## config.mk

```make
export PLATFORM = sky130hd
export DESIGN_NAME = zbt_proc_reader
export DESIGN_NICKNAME = d
export VERILOG_FILES = /design/src/rtl/zbt_pkg.sv /design/src/rtl/sync_delay.sv /design/src/rtl/zbt_proc_reader.sv
export SDC_FILE = /design/constraint.sdc
export NUM_CORES = 1
export LEC_CHECK = 0
export BUFFER_PORTS_ARGS = -buffer_cell sky130_fd_sc_hd__buf_2
export CAP_MARGIN = 40
export CORE_MARGIN = 2
export CORE_UTILIZATION = 55
export CTS_BUF_LIST = sky130_fd_sc_hd__clkbuf_2
export CTS_CLUSTER_SIZE = 24
export DETAILED_ROUTE_END_ITERATION = 16
export PLACE_DENSITY = 0.84
export SLEW_MARGIN = 10
export SYNTH_ARGS = -nofsm -noshare
export SYNTH_HDL_FRONTEND = slang
export SYNTH_HIERARCHICAL = 1
export SYNTH_SLANG_ARGS = --single-unit
export TNS_END_PERCENT = 50
```

## constraint.sdc

```tcl
create_clock -name clk -period 7.22 [get_ports clk]
set_clock_uncertainty 0.15 [all_clocks]
set_input_delay 0.361 -clock clk [delete_from_list [all_inputs] [get_ports clk]]
set_output_delay 0.361 -clock clk [all_outputs]
set_load 0.02 [all_outputs]
```

## src/rtl/zbt_pkg.sv

```systemverilog
// Shared ZBT bank-1 definitions: word/pixel geometry, freeze states, pipeline tag bundle.
// Used by both the display reader and the processed-frame writer.
package zbt_pkg;

  localparam int unsigned PIX_W   = 18;
  localparam int unsigned WORD_W  = 36;
  localparam int unsigned ADDR_W  = 19;
  localparam int unsigned EVEN_HI = 35;
  localparam int unsigned ODD_HI  = 17;
  localparam int unsigned HCNT_W  = 11;
  localparam int unsigned VCNT_W  = 10;

  typedef enum logic [1:0] {
    RUN,
    PEND,
    HOLD,
    RELEASE
  } frz_state_t;

  // Per-pixel side information that travels alongside the memory read.
  typedef struct packed {
    logic hsync;
    logic vsync;
    logic blank;
    logic par;
    logic act;
  } pix_tag_t;

  localparam int unsigned TAG_W = $bits(pix_tag_t);

  localparam pix_tag_t TAG_IDLE = '{hsync: 1'b1, vsync: 1'b1, blank: 1'b1, par: 1'b0, act: 1'b0};

endpackage

```

## src/rtl/sync_delay.sv

```systemverilog
// N-deep, W-wide shift register with a programmable reset value.
module sync_delay #(
  parameter int unsigned N = 4,
  parameter int unsigned W = 1,
  parameter logic [W-1:0] RST_VAL = '0
) (
  input  logic         clk,
  input  logic         reset,
  input  logic [W-1:0] i_d,
  output logic [W-1:0] o_q
);

  logic [W-1:0] r_stage [N];

  always_ff @(posedge clk or posedge reset) begin
    if (reset) begin
      for (int i = 0; i < int'(N); i++) r_stage[i] <= RST_VAL;
    end else begin
      r_stage[0] <= i_d;
      for (int i = 1; i < int'(N); i++) r_stage[i] <= r_stage[i-1];
    end
  end

  assign o_q = r_stage[N-1];

endmodule

```

## src/rtl/zbt_proc_reader.sv

```systemverilog
// Display-side reader for ZBT bank 1: raster-driven reads, latency absorption,
// one pixel per clock with aligned syncs, and the frame-boundary freeze handshake.
module zbt_proc_reader
  import zbt_pkg::*;
#(
  parameter int unsigned READ_LAT = 2,
  parameter int unsigned H_ACTIVE = 1024,
  parameter int unsigned V_ACTIVE = 768
) (
  input  logic        clk,
  input  logic        reset,
  input  logic [10:0] hcount,
  input  logic [9:0]  vcount,
  input  logic        hsync,
  input  logic        vsync,
  input  logic        blank,
  input  logic [35:0] mem_read_data,
  input  logic        freeze_req,
  output logic [18:0] read_addr,
  output logic        rd_en,
  output logic [17:0] pixel,
  output logic        d_hsync,
  output logic        d_vsync,
  output logic        d_blank,
  output logic        frozen,
  output logic        frame_start
);

  localparam int unsigned PIPE = READ_LAT + 2;

  logic                w_active;
  logic                w_rd_issue;
  logic [READ_LAT-1:0] r_rd_vld;
  logic                w_cap;
  logic [WORD_W-1:0]   r_word;
  logic [WORD_W-1:0]   w_word_src;
  logic [PIX_W-1:0]    w_pix_nxt;
  pix_tag_t            w_tag_in;
  pix_tag_t            w_tag_dly;
  frz_state_t          r_state;
  frz_state_t          w_state_nxt;
  logic                w_frozen_nxt;
  logic                r_vsync_q;
  logic                w_vs_fall;

  assign w_active   = (hcount < HCNT_W'(H_ACTIVE)) && (vcount < VCNT_W'(V_ACTIVE));
  assign w_rd_issue = w_active && !hcount[0];

  // One read per even/odd pixel pair; the address holds while no read is issued.
  always_ff @(posedge clk or posedge reset) begin
    if (reset) begin
      read_addr <= '0;
      rd_en     <= 1'b0;
      r_rd_vld  <= '0;
    end else begin
      rd_en    <= w_rd_issue;
      r_rd_vld <= (r_rd_vld << 1) | READ_LAT'(rd_en);
      if (w_rd_issue) read_addr <= {vcount, hcount[9:1]};
    end
  end

  assign w_cap = r_rd_vld[READ_LAT-1];

  always_comb begin
    w_tag_in       = TAG_IDLE;
    w_tag_in.hsync = hsync;
    w_tag_in.vsync = vsync;
    w_tag_in.blank = blank;
    w_tag_in.par   = hcount[0];
    w_tag_in.act   = w_active;
  end

  // Tag arrives in the same cycle as the memory data; the output register adds the last stage.
  sync_delay #(
    .N      (PIPE - 1),
    .W      (TAG_W),
    .RST_VAL(TAG_IDLE)
  ) u_tag_dly (
    .clk  (clk),
    .reset(reset),
    .i_d  (w_tag_in),
    .o_q  (w_tag_dly)
  );

  // Even pixel bypasses the word register so it lands in the same cycle it is captured.
  assign w_word_src = w_cap ? mem_read_data : r_word;

  always_comb begin
    w_pix_nxt = '0;
    if (w_tag_dly.act) begin
      w_pix_nxt = w_tag_dly.par ? w_word_src[ODD_HI -: PIX_W] : w_word_src[EVEN_HI -: PIX_W];
    end
  end

  always_ff @(posedge clk or posedge reset) begin
    if (reset) begin
      r_word  <= '0;
      pixel   <= '0;
      d_hsync <= 1'b1;
      d_vsync <= 1'b1;
      d_blank <= 1'b1;
    end else begin
      if (w_cap) r_word <= mem_read_data;
      pixel   <= w_pix_nxt;
      d_hsync <= w_tag_dly.hsync;
      d_vsync <= w_tag_dly.vsync;
      d_blank <= w_tag_dly.blank;
    end
  end

  assign w_vs_fall = r_vsync_q && !vsync;

  always_ff @(posedge clk or posedge reset) begin
    if (reset) begin
      r_state     <= RUN;
      r_vsync_q   <= 1'b1;
      frozen      <= 1'b0;
      frame_start <= 1'b0;
    end else begin
      r_state     <= w_state_nxt;
      r_vsync_q   <= vsync;
      frozen      <= w_frozen_nxt;
      frame_start <= w_vs_fall;
    end
  end

  // Freeze state only commits or releases on a frame boundary.
  always_comb begin
    w_state_nxt = r_state;
    case (r_state)
      RUN:     if (freeze_req) w_state_nxt = PEND;
      PEND: begin
        if (!freeze_req)    w_state_nxt = RUN;
        else if (w_vs_fall) w_state_nxt = HOLD;
      end
      HOLD:    if (!freeze_req) w_state_nxt = RELEASE;
      RELEASE: begin
        if (freeze_req)     w_state_nxt = HOLD;
        else if (w_vs_fall) w_state_nxt = RUN;
      end
    endcase
    w_frozen_nxt = (w_state_nxt == HOLD) || (w_state_nxt == RELEASE);
  end

endmodule

```

==> results of run 1 <==
## power groups by stage
stage / sequential (W) / clock (W) / combinational (W)
after detailed placement: 0.000678 / 0 / 0.000223
final: 0.000671 / 0.000240 / 0.000252
after global routing: 0.000680 / 0.000272 / 0.000272
after CTS: 0.000668 / 0.000248 / 0.000249
after floorplan: 0.000715 / 0 / 0.000113
after global placement: 0.000676 / 0 / 0.000212
## layout make-up
type                       instances  area share
inverter                           2     0.00181
clock buffer                       9     0.00933
tap                               77      0.0200
multi-input combinational         83       0.192
timing repair buffer             172       0.248
clock inverter                     7      0.0124
sequential                        99       0.517
## sequential cells by signal (all words and copies together) (netlist names)
register and flops:
d_blank 1, d_hsync 1, d_vsync 1, frame_start 1, frozen 1, pixel 18, r_rd_vld 2, r_state 2
r_vsync_q 1, r_word 36, rd_en 1, read_addr 19, u_tag_dly/o_q 5, u_tag_dly/r_stage 10
## synth_stat cells (all sizes together)
library cell / instances
xnor2: 1
inv: 2
a211oi: 1
buf: 13
clkbuf: 2
a21oi: 2
nand3b: 1
dfstp: 13
a22o: 18
nor2b: 2
dfrtp: 86
mux2: 57
and2: 1
## critical path, delay by kind of cell
family,cells,cell delay (ns)
multiplexers,1,0.36
buffers and inverters,3,1.00
AO/OA/AOI/OAI,1,0.44
## timing repair
| item | CTS | global route |
|---|---|---|
| hold endpoints to repair | 114 | 0 |
| hold buffers | 63 | 0 |
| gates resized for setup | 0 | 0 |
## worst min path at each step
stage / to / slack [ns] / cells after the start
after CTS: r_state[0] / 0.14 / 3
after global routing: frame_start / 0.14 / 3
after global placement: u_tag_dly/r_stage[6] / 0.18 / 0
final: r_state[0] / 0.17 / 3
after detailed placement: u_tag_dly/o_q[1] / 0.18 / 0
after floorplan: u_tag_dly/o_q[0] / 0.11 / 1
## stage by stage
stage	power, W	hold WS (ns)
2_1_floorplan	0.000827	0.106
3_3_place_gp	0.000888	0.181
3_5_place_dp	0.000901	0.185
4_1_cts	0.00117	0.135
5_1_grt	0.00122	0.142
6_report	0.00116	0.171
## cell families (layout without fill, tap and decap cells)
| logic type | after synthesis | after routing | share of synthesized area |
|---|---|---|---|
| DFF | 99 | 99 | 0.701 |
| and+or+nand+nor | 4 | 4 | 0.00739 |
| buffers and inverters | 17 | 190 | 0.0387 |
| muxes | 57 | 57 | 0.200 |
| xor gates and xnor gates | 1 | 1 | 0.00246 |
| AOI/OAI and AO/OA | 21 | 21 | 0.0507 |
## per-layer routing
metal,share of wire,vias up,routed length [microns],track usage
met5,0,-,0,0
met4,0.013,0,96,0.0765
met3,0.069,10,517,0.0610
met2,0.51,93,3800,0.396
met1,0.41,1105,3070,0.280
li1,-,1022,-,-
==> flow_summary.json, run 1 <==
{
  "grt_util_all_layers": 0.228,
  "period_share": 0.261,
  "switching_share": 0.296,
  "layout_common_cells": "buf_2 (105), dfrtp_1 (85), dlygate4sd3_1 (63), mux2_2 (37)",
  "gr-total-overflow": 0,
  "num_vias": 2230,
  "cts_made_buffers": 9,
  "synth_area_leaders": "dfrtp_1 (61%), mux2_2 (12%), dfstp_2 (9.6%)",
  "areaGrowthSynthToFinish_pct": 35.8,
  "setup_ws_ns": 5.33,
  "drtAntennaViolNets": 0,
  "dieArea_sq_um": 7120,
  "place_area_sq_um": 4090,
  "design_area_sq_um": 4830,
  "synth_nets": 262,
  "final_cells": 449,
  "synth_cells": 199,
  "cts_tree": "yes",
  "worst_ep_arrival_time_ns": 2.17,
  "p_leak_nw": 2.34,
  "dp_cells": 370,
  "reg2reg_slack_ns": 5.45,
  "switchingPower_w": 0.000344,
  "ys_ff_latch": 99,
  "post-route-min-period_ns": 1.89,
  "wl_per_cell_microns": 16.7,
  "gp_congestion": 0.687,
  "path_class": "input pin to flip-flop",
  "drc_errors": 0,
  "pwr-share-seq": 0.577,
  "syn_area_per_cell_sq_um": 17.9,
  "fmax_mhz": 530,
  "syn_area_sq_um": 3560,
  "clk_latency_ns": 0.53,
  "fill_cells": 394,
  "ys_seq_area_frac": 0.701,
  "cap_violations": 0,
  "initial_core_util": 0.563,
  "dr.pass1.iters": 4,
  "crit_start": "vcount[9]",
  "rr_startpoint": "r_rd_vld[1]",
  "antenna_found_initial": 0,
  "register_area_sq_um": 2490,
  "final_hold_viol_count": 0,
  "wl_microns": 7490,
  "yosysTopAreaCell": "dfrtp_1",
  "drt-initial-drc-count": 85,
  "worst_pin_slew_ns": 0.724,
  "num_rows": 29,
  "run_status": "finished clean",
  "cts_root_buffer": "clkbuf_2",
  "end_kind": "flip-flop",
  "synth_top_area_share": 0.605,
  "crit_fanout": 16,
  "grt_pass1_wl_microns": 12600,
  "ir_drop_uv": 175,
  "drive_gt1_frac": 0.524,
  "dp_hpwl_microns": 4170,
  "p_comb_frac": 0.217,
  "pwr-share-clk": 0.206,
  "relSlewSlack": 0.517,
  "clock-sinks": 99,
  "p_per_area_nw_per_um2": 241,
  "cts_max_path_buffers": 2,
  "first_global_vias": 2560,
  "post_cts_buffers": 0,
  "clk_pin_slew_ns": 0.28,
  "synth_cell_types": 19,
  "antennaDiodeCount": 0,
  "die_w_microns": 84.4,
  "pre_cts_slack_ns": 5.35,
  "setup_viol": 0,
  "grt_max_degree": 61,
  "final_common_cell": "buf_2",
  "reg2reg_to": "pixel[0]",
  "multi_input_area_sq_um": 925,
  "path_cells": "dlygate4sd3_1, buf_2, a211oi_2, buf_4, mux2_2",
  "start_kind": "input pin",
  "drv_slew": 0,
  "rsz0062_at_grt": "no",
  "hp-class": "input pin to asynchronous set/reset pin",
  "via_per_inst": 4.97,
  "io_buffers": 105,
  "fin_util": 0.765,
  "io-pin-count": 106,
  "cp_slowest_cell": "dlygate4sd3_1",
  "slowest_delay_ns": 0.53,
  "h-tree-depth": 3,
  "fin_nets": 430,
  "tns_ns": 0,
  "ys_warn_count": 6,
  "die_h_microns": 84.4,
  "crit_end": "read_addr[15]",
  "worst_r2r_path_depth": 3,
  "p_int_w": 0.000819,
  "cp.required_ns": 7.50,
  "core_area_sq_um": 6310
}
No activity file was read; power rests on OpenSTA's default activity.
==> run 2, diff against run 1 <==
--- a/config.mk
+++ b/config.mk
@@ -8,11 +8,11 @@
 export BUFFER_PORTS_ARGS = -buffer_cell sky130_fd_sc_hd__buf_2
 export CAP_MARGIN = 40
 export CORE_MARGIN = 2
-export CORE_UTILIZATION = 55
+export CORE_UTILIZATION = 53
 export CTS_BUF_LIST = sky130_fd_sc_hd__clkbuf_2
 export CTS_CLUSTER_SIZE = 24
 export DETAILED_ROUTE_END_ITERATION = 16
-export PLACE_DENSITY = 0.84
+export PLACE_DENSITY = 0.82
 export SLEW_MARGIN = 10
 export SYNTH_ARGS = -nofsm -noshare
 export SYNTH_HDL_FRONTEND = slang
==> constraint.sdc (replaced) <==
create_clock -name clk -period 1.9 [get_ports clk]
set_clock_uncertainty 0.15 [all_clocks]
set_input_delay 0.095 -clock clk [delete_from_list [all_inputs] [get_ports clk]]
set_output_delay 0.095 -clock clk [all_outputs]
set_load 0.02 [all_outputs]
==> flow_summary.json, run 2 (synthesis results as in run 1) <==
{
  "run_status": "finished clean",
  "crit_top_cell": "dlygate4sd3_1",
  "largest_register_ffs": 36,
  "grt_max_degree": 39,
  "reg.largest.list": "r_word (36), read_addr (19), pixel (18)",
  "worst_ep_arrival_time_ns": 2.17,
  "setup_ws_ns": 0.0133,
  "num_vias": 2206,
  "cts_root_buffer": "clkbuf_2",
  "setup_viol": 0,
  "grt_pass1_wl_microns": 11700,
  "drtAntennaViolNets": 0,
  "relSlewSlack": 0.514,
  "wl_per_cell_microns": 15.8,
  "end_kind": "flip-flop",
  "final_common_cell": "buf_2",
  "first_global_vias": 2394,
  "rsz0062_at_grt": "no",
  "gp_congestion": 0.738,
  "cp_slowest_cell": "dlygate4sd3_1",
  "clk_latency_ns": 0.51,
  "core_area_sq_um": 6420,
  "cap_violations": 0,
  "antennaDiodeCount": 0,
  "period_share": 0.993,
  "die_w_microns": 85.9,
  "worst_pin_slew_ns": 0.729,
  "fmax_mhz": 530,
  "grt_util_all_layers": 0.208,
  "dieArea_sq_um": 7380,
  "clock-sinks": 99,
  "p_per_area_nw_per_um2": 903,
  "tns_ns": 0,
  "die_h_microns": 85.9,
  "wl_microns": 7180,
  "cts_made_buffers": 9,
  "dp_hpwl_microns": 4100,
  "drv_slew": 0,
  "drt-initial-drc-count": 92,
  "clk_pin_slew_ns": 0.27,
  "final_hold_viol_count": 0,
  "via_per_inst": 4.86,
  "drive_gt1_frac": 0.523,
  "io_buffers": 105,
  "dr.pass1.iters": 4,
  "start_kind": "input pin",
  "cts_max_path_buffers": 2,
  "drc_errors": 0,
  "antenna_found_initial": 0,
  "post-route-min-period_ns": 1.89,
  "areaGrowthSynthToFinish_pct": 37.5,
  "hp-class": "input pin to flip-flop",
  "pre_cts_slack_ns": 0.409,
  "layout_common_cells": "buf_2 (105), dfrtp_1 (85), dlygate4sd3_1 (67), mux2_2 (37)",
  "p_leak_nw": 2.37,
  "cts.repair.resized": 0,
  "cts_tree": "yes",
  "initial_core_util": 0.554,
  "gr-total-overflow": 0,
  "ir_drop_uv": 584,
  "fill_cells": 381,
  "crit_fanout": 20,
  "h-tree-depth": 3,
  "path_cells": "dlygate4sd3_1, buf_2, a211oi_2, buf_4, mux2_1, dlygate4sd3_1",
  "slowest_delay_ns": 0.56,
  "num_rows": 29,
  "cp.required_ns": 2.18,
  "path_class": "input pin to flip-flop",
  "fin_nets": 435,
  "io-pin-count": 106,
  "top_register": "r_word"
}
==> run 2: changes by cell type in the layout (fill, tap and decap cells not counted), sizes merged <==
cell	delta
inv	+2
dlygate4sd3	+4
clkinv	-2
buf	+1
==> run 2: per-layer routing <==
metal  vias to the layer above  track usage  wire length [microns]
li1                       1041            -                      -
met1                      1073        0.275                   3140
met2                        87        0.345                   3540
met3                         5       0.0462                    431
met4                         0       0.0693                     66
met5                         -            0                      0
==> run 2: metrics by stage <==
step	instance area [sq um]	hold WS, ns	total power [W]	cells	util
finish	4890	0.0931	0.00442	454	0.761
global route	4890	0.0199	0.00466	454	0.761
CTS	4890	0.00475	0.00445	454	0.761
detailed placement	4120	0.0285	0.00343	371	0.641
global placement	4120	0.00801	0.00339	371	0.641
floorplan	3560	-0.160	0.00314	199	-
==> run 2: worst paths after layout <==
path,startpoint,endpoint,slack [ns],cells after the start
max,vcount[9],read_addr[7],0.01,6
min,vsync,r_vsync_q,0.09,2
max reg2reg,r_rd_vld[1],pixel[4],0.36,3
min reg2reg,u_tag_dly/r_stage[7],u_tag_dly/o_q[2],0.22,0
max in group asynchronous,reset,read_addr[11],0.31,5
min in group asynchronous,reset,u_tag_dly/r_stage[11],0.57,4
==> run 2: final cells by class <==
| class | count | area, sq um | area share |
|---|---|---|---|
| Multi-Input combinational cell | 83 | 925 | 0.189 |
| Sequential cell | 99 | 2490 | 0.510 |
| Timing Repair Buffer | 177 | 1260 | 0.257 |
| Inverter | 2 | 11.3 | 0.00230 |
| Tap cell | 77 | 96.3 | 0.0197 |
| Clock inverter | 7 | 57.6 | 0.0118 |
| Clock buffer | 9 | 45.0 | 0.00921 |
==> run 2: power by group <==
part	switching (W)	total [W]	internal [W]
Clock	0.000706	0.000905	0.000199
Sequential	0.000116	0.00254	0.00242
Combinational	0.000467	0.000975	0.000508
Total	0.00129	0.00442	0.00313
==> run 2: repair_timing <==
| item | CTS | global route |
|---|---|---|
| endpoints found under the hold margin | 183 | 0 |
| hold buffers | 67 | 0 |
| buffers inserted | 0 | 0 |
==> run 2: worst max-delay path, delay by kind of cell <==
| kind | cells | cell delay, ns |
|---|---|---|
| muxes | 1 | 0.34 |
| AOI/OAI and AO/OA | 1 | 0.21 |
| buffers and inverters | 4 | 1.52 |
==> run 3, diff against run 2 <==
--- a/config.mk
+++ b/config.mk
@@ -7,12 +7,12 @@
 export LEC_CHECK = 0
 export BUFFER_PORTS_ARGS = -buffer_cell sky130_fd_sc_hd__buf_2
 export CAP_MARGIN = 40
-export CORE_MARGIN = 2
 export CORE_UTILIZATION = 53
 export CTS_BUF_LIST = sky130_fd_sc_hd__clkbuf_2
 export CTS_CLUSTER_SIZE = 24
 export DETAILED_ROUTE_END_ITERATION = 16
 export PLACE_DENSITY = 0.82
+export SETUP_SLACK_MARGIN = 0.2
 export SLEW_MARGIN = 10
 export SYNTH_ARGS = -nofsm -noshare
 export SYNTH_HDL_FRONTEND = slang
==> flow_summary.json, run 3 (synthesis results as in run 1) <==
{
  "run_status": "finished with violations",
  "violations": "DRC",
  "wl_microns": 7450,
  "final_hold_viol_count": 0,
  "num_rows": 29,
  "gp_congestion": 0.729,
  "dr.pass1.iters": 10,
  "fmax_mhz": 619,
  "worst_r2r_path_depth": 3,
  "clk_pin_slew_ns": 0.25,
  "gr-total-overflow": 0,
  "clk_latency_ns": 0.54,
  "drt-initial-drc-count": 73,
  "drive_gt1_frac": 0.525,
  "initial_core_util": 0.554,
  "tns_ns": 0,
  "end_kind": "flip-flop",
  "grt_pass1_wl_microns": 12200,
  "cts_max_path_buffers": 2,
  "cts_root_buffer": "clkbuf_2",
  "first_global_vias": 2572,
  "antenna_found_initial": 0,
  "top_register": "r_word",
  "io_buffers": 105,
  "pwr-share-seq": 0.582,
  "cts_tree": "yes",
  "setup_viol": 0,
  "grt_util_all_layers": 0.228,
  "period_share": 0.850,
  "drc_errors": 15,
  "h-tree-depth": 3,
  "switching_share": 0.286,
  "post-route-min-period_ns": 1.62,
  "ir_drop_uv": 556,
  "crit_fanout": 16,
  "dp_hpwl_microns": 4160,
  "num_vias": 2263,
  "cts_made_buffers": 9,
  "p_per_area_nw_per_um2": 890,
  "dieArea_sq_um": 7040,
  "hold_depth": 2,
  "wl_per_cell_microns": 16.4,
  "via_per_inst": 4.98,
  "path_class": "flip-flop to flip-flop",
  "relSlewSlack": 0.515,
  "cap_violations": 0,
  "layout_common_cells": "buf_2 (105), dfrtp_1 (85), dlygate4sd3_1 (66), mux2_2 (37)",
  "reg.largest.list": "r_word (36), read_addr (19), pixel (18)",
  "fin_hold_ws_ns": 0.0830,
  "post_cts_buffers": 0,
  "fin_nets": 435,
  "grt_max_degree": 40,
  "rsz0062_at_grt": "no",
  "worst_ep_arrival_time_ns": 1.89,
  "largest_register_ffs": 36,
  "core_area_sq_um": 6420,
  "final_common_cell": "buf_2",
  "io-pin-count": 106,
  "die_h_microns": 83.9,
  "antennaDiodeCount": 0,
  "drv_slew": 0,
  "drtAntennaViolNets": 0,
  "pwr-share-clk": 0.195,
  "p_comb_frac": 0.223,
  "hp-class": "input pin to flip-flop",
  "switchingPower_w": 0.00125,
  "cp.required_ns": 2.18,
  "fill_cells": 373,
  "clock-sinks": 99,
  "die_w_microns": 83.9,
  "start_kind": "flip-flop",
  "p_int_w": 0.00312,
  "p_leak_nw": 2.37,
  "areaGrowthSynthToFinish_pct": 38.0,
  "worst_pin_slew_ns": 0.728
}
## run 3: cell count changes in the layout (fill, tap and decap cells not counted)
cell / before / now
inv_8: 1 / 0
clkbuf_2: 9 / 11
buf_12: 2 / 5
buf_4: 3 / 1
dlygate4sd3_1: 67 / 66
clkinv_2: 1 / 3
inv_6: 2 / 1
clkinv_4: 2 / 0
## run 3: power groups by stage
stage                     clock (W)  sequential (W)  combinational [W]
final                      0.000851         0.00254           0.000975
after CTS                  0.000878         0.00254           0.000969
after detailed placement          0         0.00257           0.000864
after global routing       0.000958         0.00258            0.00104
after floorplan                   0         0.00272           0.000429
after global placement            0         0.00256           0.000839
## run 3: path summary, 6_finish.rpt
check	startpoint	endpoint	slack (ns)
max in group asynchronous	reset	pixel[0]	0.40
hold / removal	vsync	r_vsync_q	0.08
setup reg to reg	r_rd_vld[1]	pixel[3]	0.28
setup / recovery	r_rd_vld[1]	pixel[3]	0.28
min in group asynchronous	reset	u_tag_dly/r_stage[6]	0.61
hold reg to reg	u_tag_dly/r_stage[13]	u_tag_dly/r_stage[8]	0.22
## run 3: layout make-up
type	count	area, sq um	share of cell area
clock inverters	5	30.0	0.00612
multi-input cells	83	925	0.188
clock buffers	11	55.1	0.0112
well taps	77	96.3	0.0196
inverters	2	11.3	0.00230
flip-flops and latches	99	2490	0.509
repair buffers	177	1290	0.264
## run 3: timing repair
action	in CTS	in global routing
gates resized for setup	0	0
hold buffers	66	0
endpoints found under the hold margin	183	0
## run 3: worst max-delay path, stage by stage (launching register included)
cell and delay, ns:
dfrtp_2 0.57, buf_12 0.21, mux2_2 0.35, a22o_1 0.24
## run 3: metrics by stage
stage	total power (W)	instances	setup WS, ns	util	cell area (sq um)
5_1_grt	0.00457	454	0.230	0.764	4910
2_1_floorplan	0.00314	199	0.487	-	3560
3_5_place_dp	0.00344	372	0.331	0.648	4160
6_report	0.00437	454	0.284	0.764	4910
4_1_cts	0.00439	454	0.302	0.764	4910
3_3_place_gp	0.00340	372	0.367	0.648	4160
## run 3: metal layers
layer | vias up | wire length (microns) | GRT usage
met5 | - | 0 | 0
met4 | 0 | 99 | 0.0878
met3 | 10 | 431 | 0.0613
met1 | 1134 | 3090 | 0.269
met2 | 83 | 3820 | 0.399
li1 | 1036 | - | -
